**config.mk**
```make
export PLATFORM = sky130hd
export DESIGN_NAME = left_normalizer
export DESIGN_NICKNAME = d
export VERILOG_FILES = /design/src/rtl/fp_pkg.sv /design/src/rtl/round_nearest_even.sv /design/src/rtl/left_normalizer.sv
export SDC_FILE = /design/constraint.sdc
export NUM_CORES = 1
export LEC_CHECK = 0
export CELL_PAD_IN_SITES_DETAIL_PLACEMENT = 2
export CELL_PAD_IN_SITES_GLOBAL_PLACEMENT = 2
export CORE_MARGIN = 2
export CORE_UTILIZATION = 30
export CTS_BUF_LIST = sky130_fd_sc_hd__clkbuf_4 sky130_fd_sc_hd__clkbuf_8
export CTS_CLUSTER_DIAMETER = 60
export DETAILED_ROUTE_END_ITERATION = 12
export PLACE_DENSITY = 0.84
export RECOVER_POWER = 100
export REMOVE_ABC_BUFFERS = 1
export SKIP_CTS_REPAIR_TIMING = 1
export SLEW_MARGIN = 20
export SYNTH_ARGS = -nofsm -noshare
export SYNTH_HDL_FRONTEND = slang
export SYNTH_SLANG_ARGS = --single-unit
```
**constraint.sdc**
```tcl
create_clock -name clk -period 2.4 [get_ports clk]
set_input_delay 0.36 -clock clk [delete_from_list [all_inputs] [get_ports clk]]
set_output_delay 0.36 -clock clk [all_outputs]
set_load 0.05 [all_outputs]
```
**src/rtl/fp_pkg.sv**
```systemverilog
// fp_pkg -- constants and types shared by the floating-point adder path.
//   FP_EXP_W / FP_MANT_W : default exponent and stored-fraction widths
//   norm_state_t         : left_normalizer FSM states
package fp_pkg;

    localparam int unsigned FP_EXP_W  = 3;
    localparam int unsigned FP_MANT_W = 4;

    typedef enum logic [1:0] {
        IDLE  = 2'd0,
        SHIFT = 2'd1,
        DONE  = 2'd2
    } norm_state_t;

endpackage

```
**src/rtl/round_nearest_even.sv**
```systemverilog
// round_nearest_even -- rounds a fraction that has had exactly one bit
// shifted out. With a single dropped bit the only inexact case is an exact
// tie, so the fraction is incremented only when it is odd.
//   frac      : kept fraction bits (hidden bit excluded)
//   round_bit : the bit that was shifted out
//   rounded   : rounded fraction
//   carry_out : increment overflowed the fraction (result needs renormalizing)
module round_nearest_even #(
    parameter int unsigned W = 4
) (
    input  logic [W-1:0] frac,
    input  logic         round_bit,
    output logic [W-1:0] rounded,
    output logic         carry_out
);

    logic inc;

    assign inc = round_bit & frac[0];
    assign {carry_out, rounded} = {1'b0, frac} + {{W{1'b0}}, inc};

endmodule

```
**src/rtl/left_normalizer.sv**
```systemverilog
// left_normalizer -- normalizes a raw adder sum {carry, hidden, fraction}.
// A carry is corrected by one right shift; a missing hidden bit by
// repeated left shifts, one per clock. Flags overflow and underflow.
//   clk, rst_n            : clock, asynchronous active-low reset
//   in_valid / in_ready   : input handshake (ready only when idle)
//   in_sign, in_exp, in_sum : raw sum fields
//   out_valid / out_ready : output handshake, result held until taken
//   out_sign, out_exp, out_mant, ovf, unf : normalized result and flags
// Build option: define NORM_ROUND_EN to round the carry right-shift to
// nearest-even instead of truncating the dropped bit.
module left_normalizer
    import fp_pkg::*;
#(
    parameter int unsigned EXP_W  = FP_EXP_W,
    parameter int unsigned MANT_W = FP_MANT_W
) (
    input  logic              clk,
    input  logic              rst_n,
    input  logic              in_valid,
    output logic              in_ready,
    input  logic              in_sign,
    input  logic [EXP_W-1:0]  in_exp,
    input  logic [MANT_W+1:0] in_sum,
    output logic              out_valid,
    input  logic              out_ready,
    output logic              out_sign,
    output logic [EXP_W-1:0]  out_exp,
    output logic [MANT_W-1:0] out_mant,
    output logic              ovf,
    output logic              unf
);

    localparam int unsigned      SUM_W   = MANT_W + 2;
    localparam logic [EXP_W-1:0] EXP_MAX = '1;

    norm_state_t       state, state_nx;
    logic              sign_r, sign_nx;
    logic [EXP_W-1:0]  exp_r, exp_nx;
    logic [SUM_W-1:0]  sum_r, sum_nx;

    logic              load;
    logic              res_sign, res_ovf, res_unf;
    logic [EXP_W-1:0]  res_exp;
    logic [MANT_W-1:0] res_mant;

    logic              carry, hidden;
    logic [EXP_W-1:0]  exp_inc;
    logic [MANT_W-1:0] rnd_mant;
    logic              rnd_co;

    assign carry   = sum_r[SUM_W-1];
    assign hidden  = sum_r[SUM_W-2];
    assign exp_inc = exp_r + EXP_W'(1);

`ifdef NORM_ROUND_EN
    round_nearest_even #(
        .W (MANT_W)
    ) u_rne (
        .frac      (sum_r[MANT_W:1]),
        .round_bit (sum_r[0]),
        .rounded   (rnd_mant),
        .carry_out (rnd_co)
    );
`else
    assign rnd_mant = sum_r[MANT_W:1];
    assign rnd_co   = 1'b0;
`endif

    assign in_ready  = (state == IDLE);
    assign out_valid = (state == DONE);

    always_comb begin
        state_nx = state;
        sign_nx  = sign_r;
        exp_nx   = exp_r;
        sum_nx   = sum_r;
        load     = 1'b0;
        res_sign = sign_r;
        res_exp  = exp_r;
        res_mant = sum_r[MANT_W-1:0];
        res_ovf  = 1'b0;
        res_unf  = 1'b0;
        unique case (state)
            IDLE: begin
                if (in_valid) begin
                    sign_nx  = in_sign;
                    exp_nx   = in_exp;
                    sum_nx   = in_sum;
                    state_nx = SHIFT;
                end
            end
            SHIFT: begin
                load     = 1'b1;
                state_nx = DONE;
                if (sum_r == '0) begin
                    res_sign = 1'b0;
                    res_exp  = '0;
                    res_mant = '0;
                end else if (carry) begin
                    if (exp_r == EXP_MAX) begin
                        res_ovf  = 1'b1;
                        res_exp  = EXP_MAX;
                        res_mant = '0;
                    end else if (rnd_co) begin
                        // Rounding wrapped the fraction: value is 2.0 at
                        // exp_inc, renormalize once more.
                        res_mant = '0;
                        if (exp_inc == EXP_MAX) begin
                            res_ovf = 1'b1;
                            res_exp = EXP_MAX;
                        end else begin
                            res_exp = exp_inc + EXP_W'(1);
                        end
                    end else begin
                        res_exp  = exp_inc;
                        res_mant = rnd_mant;
                    end
                end else if (hidden) begin
                    // already normalized, defaults hold
                end else if (exp_r == '0) begin
                    res_unf  = 1'b1;
                    res_sign = 1'b0;
                    res_exp  = '0;
                    res_mant = '0;
                end else begin
                    load     = 1'b0;
                    state_nx = SHIFT;
                    sum_nx   = sum_r << 1;
                    exp_nx   = exp_r - EXP_W'(1);
                end
            end
            DONE: begin
                if (out_ready) state_nx = IDLE;
            end
            default: state_nx = IDLE;
        endcase
    end

    always_ff @(posedge clk or negedge rst_n) begin
        if (!rst_n) begin
            state    <= IDLE;
            sign_r   <= 1'b0;
            exp_r    <= '0;
            sum_r    <= '0;
            out_sign <= 1'b0;
            out_exp  <= '0;
            out_mant <= '0;
            ovf      <= 1'b0;
            unf      <= 1'b0;
        end else begin
            state  <= state_nx;
            sign_r <= sign_nx;
            exp_r  <= exp_nx;
            sum_r  <= sum_nx;
            if (load) begin
                out_sign <= res_sign;
                out_exp  <= res_exp;
                out_mant <= res_mant;
                ovf      <= res_ovf;
                unf      <= res_unf;
            end
        end
    end

endmodule

```
== Word-level counts from Yosys, hierarchy flattened ==
Cells that the tools add are included.
Widths: inputs -> output; s select.
Word-level totals
  input port bits: 14
  word-level logic and storage cells: 80
  output and inout port bits: 12
  flip-flop bits (word level): 22
Operators by class
  eq/ne operators: 9
  mux-type cells: 49
  add/subtract/negate cells: 2
  reductions and logical operators: 9
Operators by type and width (count)
  $mux 3: 11
  $mux 4: 6
  $mux 1: 18
  $mux 6: 3
  $mux 2: 6
  $pmux 6 s2: 1
  $mux 5: 2
  $ne 2x2->1 const B: 5
  $logic_not 6->1: 1
  $pmux 2 s3: 1
  $pmux 3 s2: 1
  $reduce_and 6->1: 1
  $reduce_and 2->1: 2
  $reduce_and 4->1: 1
  $add 3x1->3 const B: 1
  $eq 3x3->1 const B: 1
  $logic_not 3->1: 1
  $reduce_and 3->1: 1
  $sub 3x1->3 const B: 1
  $eq 2x1->1 const B: 1
  $eq 2x2->1 const B: 1
  $logic_not 2->1: 1
  $ne 2x1->1 const B: 1
  $reduce_bool 2->1: 1

== Logic depth before layout (Yosys ltp) ==
  depth after elaboration: 6
  gate-level depth with buffers: 7

== Worst setup path after synthesis ==
OpenSTA, ideal clock, no wires.
  path kind: reg-to-reg
  start point: reg state[0]
  end point: reg exp_r[1]
  slack: 653 ps
  path buffers: 1
  period minus slack after synthesis: 1747 ps
  data arrival time: 1617 ps
  data required time: 2270 ps
  cell stages (with the launch flop): 6
  path through: dfrtp_1 -> nor2_2 -> nand2_1 -> buf_4 -> o32ai_2 -> a31oi_2
On the way
  word-level cells in the longest chain between the ends: 3
  elaborated cells on any way between the ends: 10
  classes of those cells: eq/ne: 6; mux: 1; reduce/logical: 3
RTL lines
  start: declaration: RTL line left_normalizer.sv:36  | norm_state_t state, state_nx;
  start signal: assignment: RTL line left_normalizer.sv:151  | state <= state_nx;
  $logic_not 2->1 *
  via in_ready: RTL line left_normalizer.sv:20  | output logic in_ready,
  $ne 2x2->1 (no line) or $reduce_bool 2->1 (tied branches)
  $reduce_and 6->1 (no line)
  end signal: assignment: RTL line left_normalizer.sv:153  | exp_r <= exp_nx;
  end: declaration: RTL line left_normalizer.sv:38  | logic [EXP_W-1:0] exp_r, exp_nx;
The timed path passes the listed nets; every way through them passes the cells marked *.
A chain may end at the register's enable or synchronous reset.

== Worst setup path in the final report ==
  start point: reg state[0]
  end point: out in_ready
On the way
  word-level cells in the longest chain between the ends: 1
RTL lines
  $logic_not 2->1: RTL line left_normalizer.sv:69  | assign in_ready = (state == IDLE);
  end: declaration: RTL line left_normalizer.sv:20
No other way between the ends.

==> flow_metrics.env <==
export IMPL_status="finished, final reports clean"
export IMPL_numPortBuffers=25
export IMPL_die_height_microns=66.5
export IMPL_clk_root_buffer_cell="clkbuf_8"
export IMPL_hpwl_microns=2480
export IMPL_fin_ws_ns=0.139
export IMPL_crit_fanout=7
export IMPL_setup_viol=0
export IMPL_drtPass1Iterations=3
export IMPL_grt_overflow_total=0
export IMPL_synth_seq_cells=22
export IMPL_htreeDepth=1
export IMPL_first_global_vias=1118
export IMPL_ys_types=35
export IMPL_syn_area_sq_um=1170
export IMPL_wl_per_cell_microns=17.0
export IMPL_drt_wl_total_microns=3230
export IMPL_leakage_nw=0.631
export IMPL_drtAntennaViolNets=0
export IMPL_die_w_microns=66.5
export IMPL_drt_iter0_markers=19
export IMPL_synth_top_cell_by_area="dfrtp_1"
export IMPL_slew_violations=0
export IMPL_clkSinkCount=22
export IMPL_hold_path_depth=2
export IMPL_r2r_cells=6
export IMPL_ys_warn_count=0
export IMPL_routed_via_density=5.22
export IMPL_reg2reg_slack_ns=0.44
export IMPL_place_congestion=0.733
export IMPL_critical_path_class="reg2out"
export IMPL_start_kind="flop"
export IMPL_drive_above_1_share=0.113
export IMPL_fin_crit_ns=2.26
export IMPL_synth_edf_count=0
export IMPL_fin_nets=160
export IMPL_regToRegStartpoint="exp_r[0]"
export IMPL_syn_inst=115
export IMPL_worstSetupEndpoint="in_ready"
export IMPL_core_sq_um=3720
export IMPL_async_flop_share=1.00
export IMPL_worstMarginPinSlew_ns=1.24
export IMPL_hold_violations=0
export IMPL_ir_worst_vdd_uv=625
export IMPL_clk_latency_ns=0.26
export IMPL_via_count=991
export IMPL_path_clk_slew_ns=0.08
export IMPL_layout_worst_path_cycle_share=0.942
export IMPL_n_antenna_cell=0
export IMPL_synth_area_per_cell_sq_um=10.2
export IMPL_rsz0062_at_grt="no"
export IMPL_area_growth_pct=26.1
export IMPL_drc_errors=0
export IMPL_dp_slack_ns=0.475
export IMPL_endpoint_kind="output port"
export IMPL_tns_ns=0
export IMPL_grt_pass1_wl_microns=5510
export IMPL_slowest_delay_ns=0.92
export IMPL_r2r_end="sum_r[3]"
export IMPL_cts_tree="yes"
export IMPL_ys_seq_area_frac=0.469
export IMPL_crit_slowest_cell="dlygate4sd3_1"
export IMPL_finClkSkew_ns=0.00504
export IMPL_io_pins=26
export IMPL_antenna_found_initial=0
export IMPL_fp_row_count=22
export IMPL_dieArea_sq_um=4430
export IMPL_drv_cap=0
export IMPL_critPathLaunch="state[0]"
export IMPL_final_common_cell="dfrtp_1"
export IMPL_critPathArrivalTime_ns=1.90
export IMPL_min_path_type="reg2reg"
export IMPL_slew_headroom=0.175
export IMPL_p_per_area_nw_per_um2=1530
export IMPL_initial_core_util=0.316
export IMPL_yosys_top_cells_area="dfrtp_1 47%, a21oi_1 5.5%, nand2_1 4.2%"
export IMPL_mostFrequentLayoutCells="22 x dfrtp_1, 13 x nand2_1, 13 x a21oi_1, 13 x dlygate4sd3_1, 12 x clkdlybuf4s50_1"
export IMPL_grt_max_degree=23
export IMPL_synthFlopType="dfrtp_1"
export IMPL_crit_chain="nor2_2 > dlygate4sd3_1"
export IMPL_cts_buffer_depth=2
export IMPL_yosysTopAreaCellShare=0.469
export IMPL_tritoncts_num_buffers=3
export IMPL_clock_fmax_mhz=442
export IMPL_grt_usage=0.165
export IMPL_cp_required_ns=2.04
## logic make-up (layout without fill, tap and decap cells)
| logic type | Yosys count | after routing | share of synthesized area |
|---|---|---|---|
| DFF | 22 | 22 | 0.469 |
| AOI/OAI and AO/OA | 42 | 42 | 0.247 |
| muxes | 3 | 3 | 0.0277 |
| adders and majority gates | 3 | 3 | 0.0320 |
| and+or+nand+nor | 35 | 35 | 0.178 |
| buffers and inverters | 10 | 37 | 0.0458 |
## cell usage after synthesis (2+ instances only)
| library cell | count |
|---|---|
| buf_4 | 4 |
| a21oi_1 | 13 |
| a31oi_1 | 2 |
| o21ai_0 | 9 |
| ha_1 | 3 |
| inv_1 | 4 |
| nand2_1 | 13 |
| nor2_1 | 5 |
| nand2b_1 | 2 |
| o22ai_1 | 4 |
| o21ai_1 | 2 |
| mux2_2 | 2 |
| a22o_1 | 5 |
| nand3_1 | 5 |
| dfrtp_1 | 22 |
## state kept, by name (all words and copies together), names as in the netlist
register / cells
exp_r: 3
state: 2
out_exp: 3
out_mant: 4
out_sign: 1
ovf: 1
sign_r: 1
sum_r: 6
unf: 1
## worst min path at each step
stage | from | to | slack, ns
after floorplan | rst_n | exp_r[0] | 0.06
after global placement | ovf | ovf | 0.46
after detailed placement | ovf | ovf | 0.48
after global routing | ovf | ovf | 0.50
after CTS | rst_n | exp_r[2] | 0.46
final | ovf | ovf | 0.48
## through the flow
stage | utilization | total power [mW] | std cells | hold slack [ns] | instance area (sq um)
5_1_grt | 0.398 | 2.44 | 190 | 0.504 | 1480
4_1_cts | 0.412 | 2.39 | 190 | 0.456 | 1530
6_report | 0.398 | 2.26 | 190 | 0.484 | 1480
2_1_floorplan | - | 1.63 | 109 | 0.0644 | 1130
3_5_place_dp | 0.397 | 2.11 | 186 | 0.478 | 1480
3_3_place_gp | 0.397 | 2.04 | 186 | 0.464 | 1480
## final cells by class
class | instances | area [sq um]
Clock buffer | 4 | 55.1
Fill cell | 409 | 2240
Inverter | 4 | 15.0
Multi-Input combinational cell | 83 | 531
Sequential cell | 22 | 551
Tap cell | 48 | 60.1
Timing Repair Buffer | 29 | 269
## critical path: cells and delay by family (launching register included)
| kind | cells | cell delay (ns) |
|---|---|---|
| buffers and inverters | 1 | 0.92 |
| flip-flops | 1 | 0.45 |
| AND/OR/NAND/NOR | 1 | 0.27 |
## per-layer routing
metal  vias up  track usage  part of all wire
met4         0       0.0383            0.0025
met1       501        0.205              0.46
met3         2       0.0203             0.025
met5         -            0                 0
met2        17        0.303              0.51
li1        471            -                 -
## power by group
part	internal, mW	switching (mW)	total, mW
logic	0.452	0.797	1.25
registers	0.549	0.197	0.746
clock network	0.146	0.120	0.266
total	1.15	1.11	2.26
(Power assumes the default switching activity.)
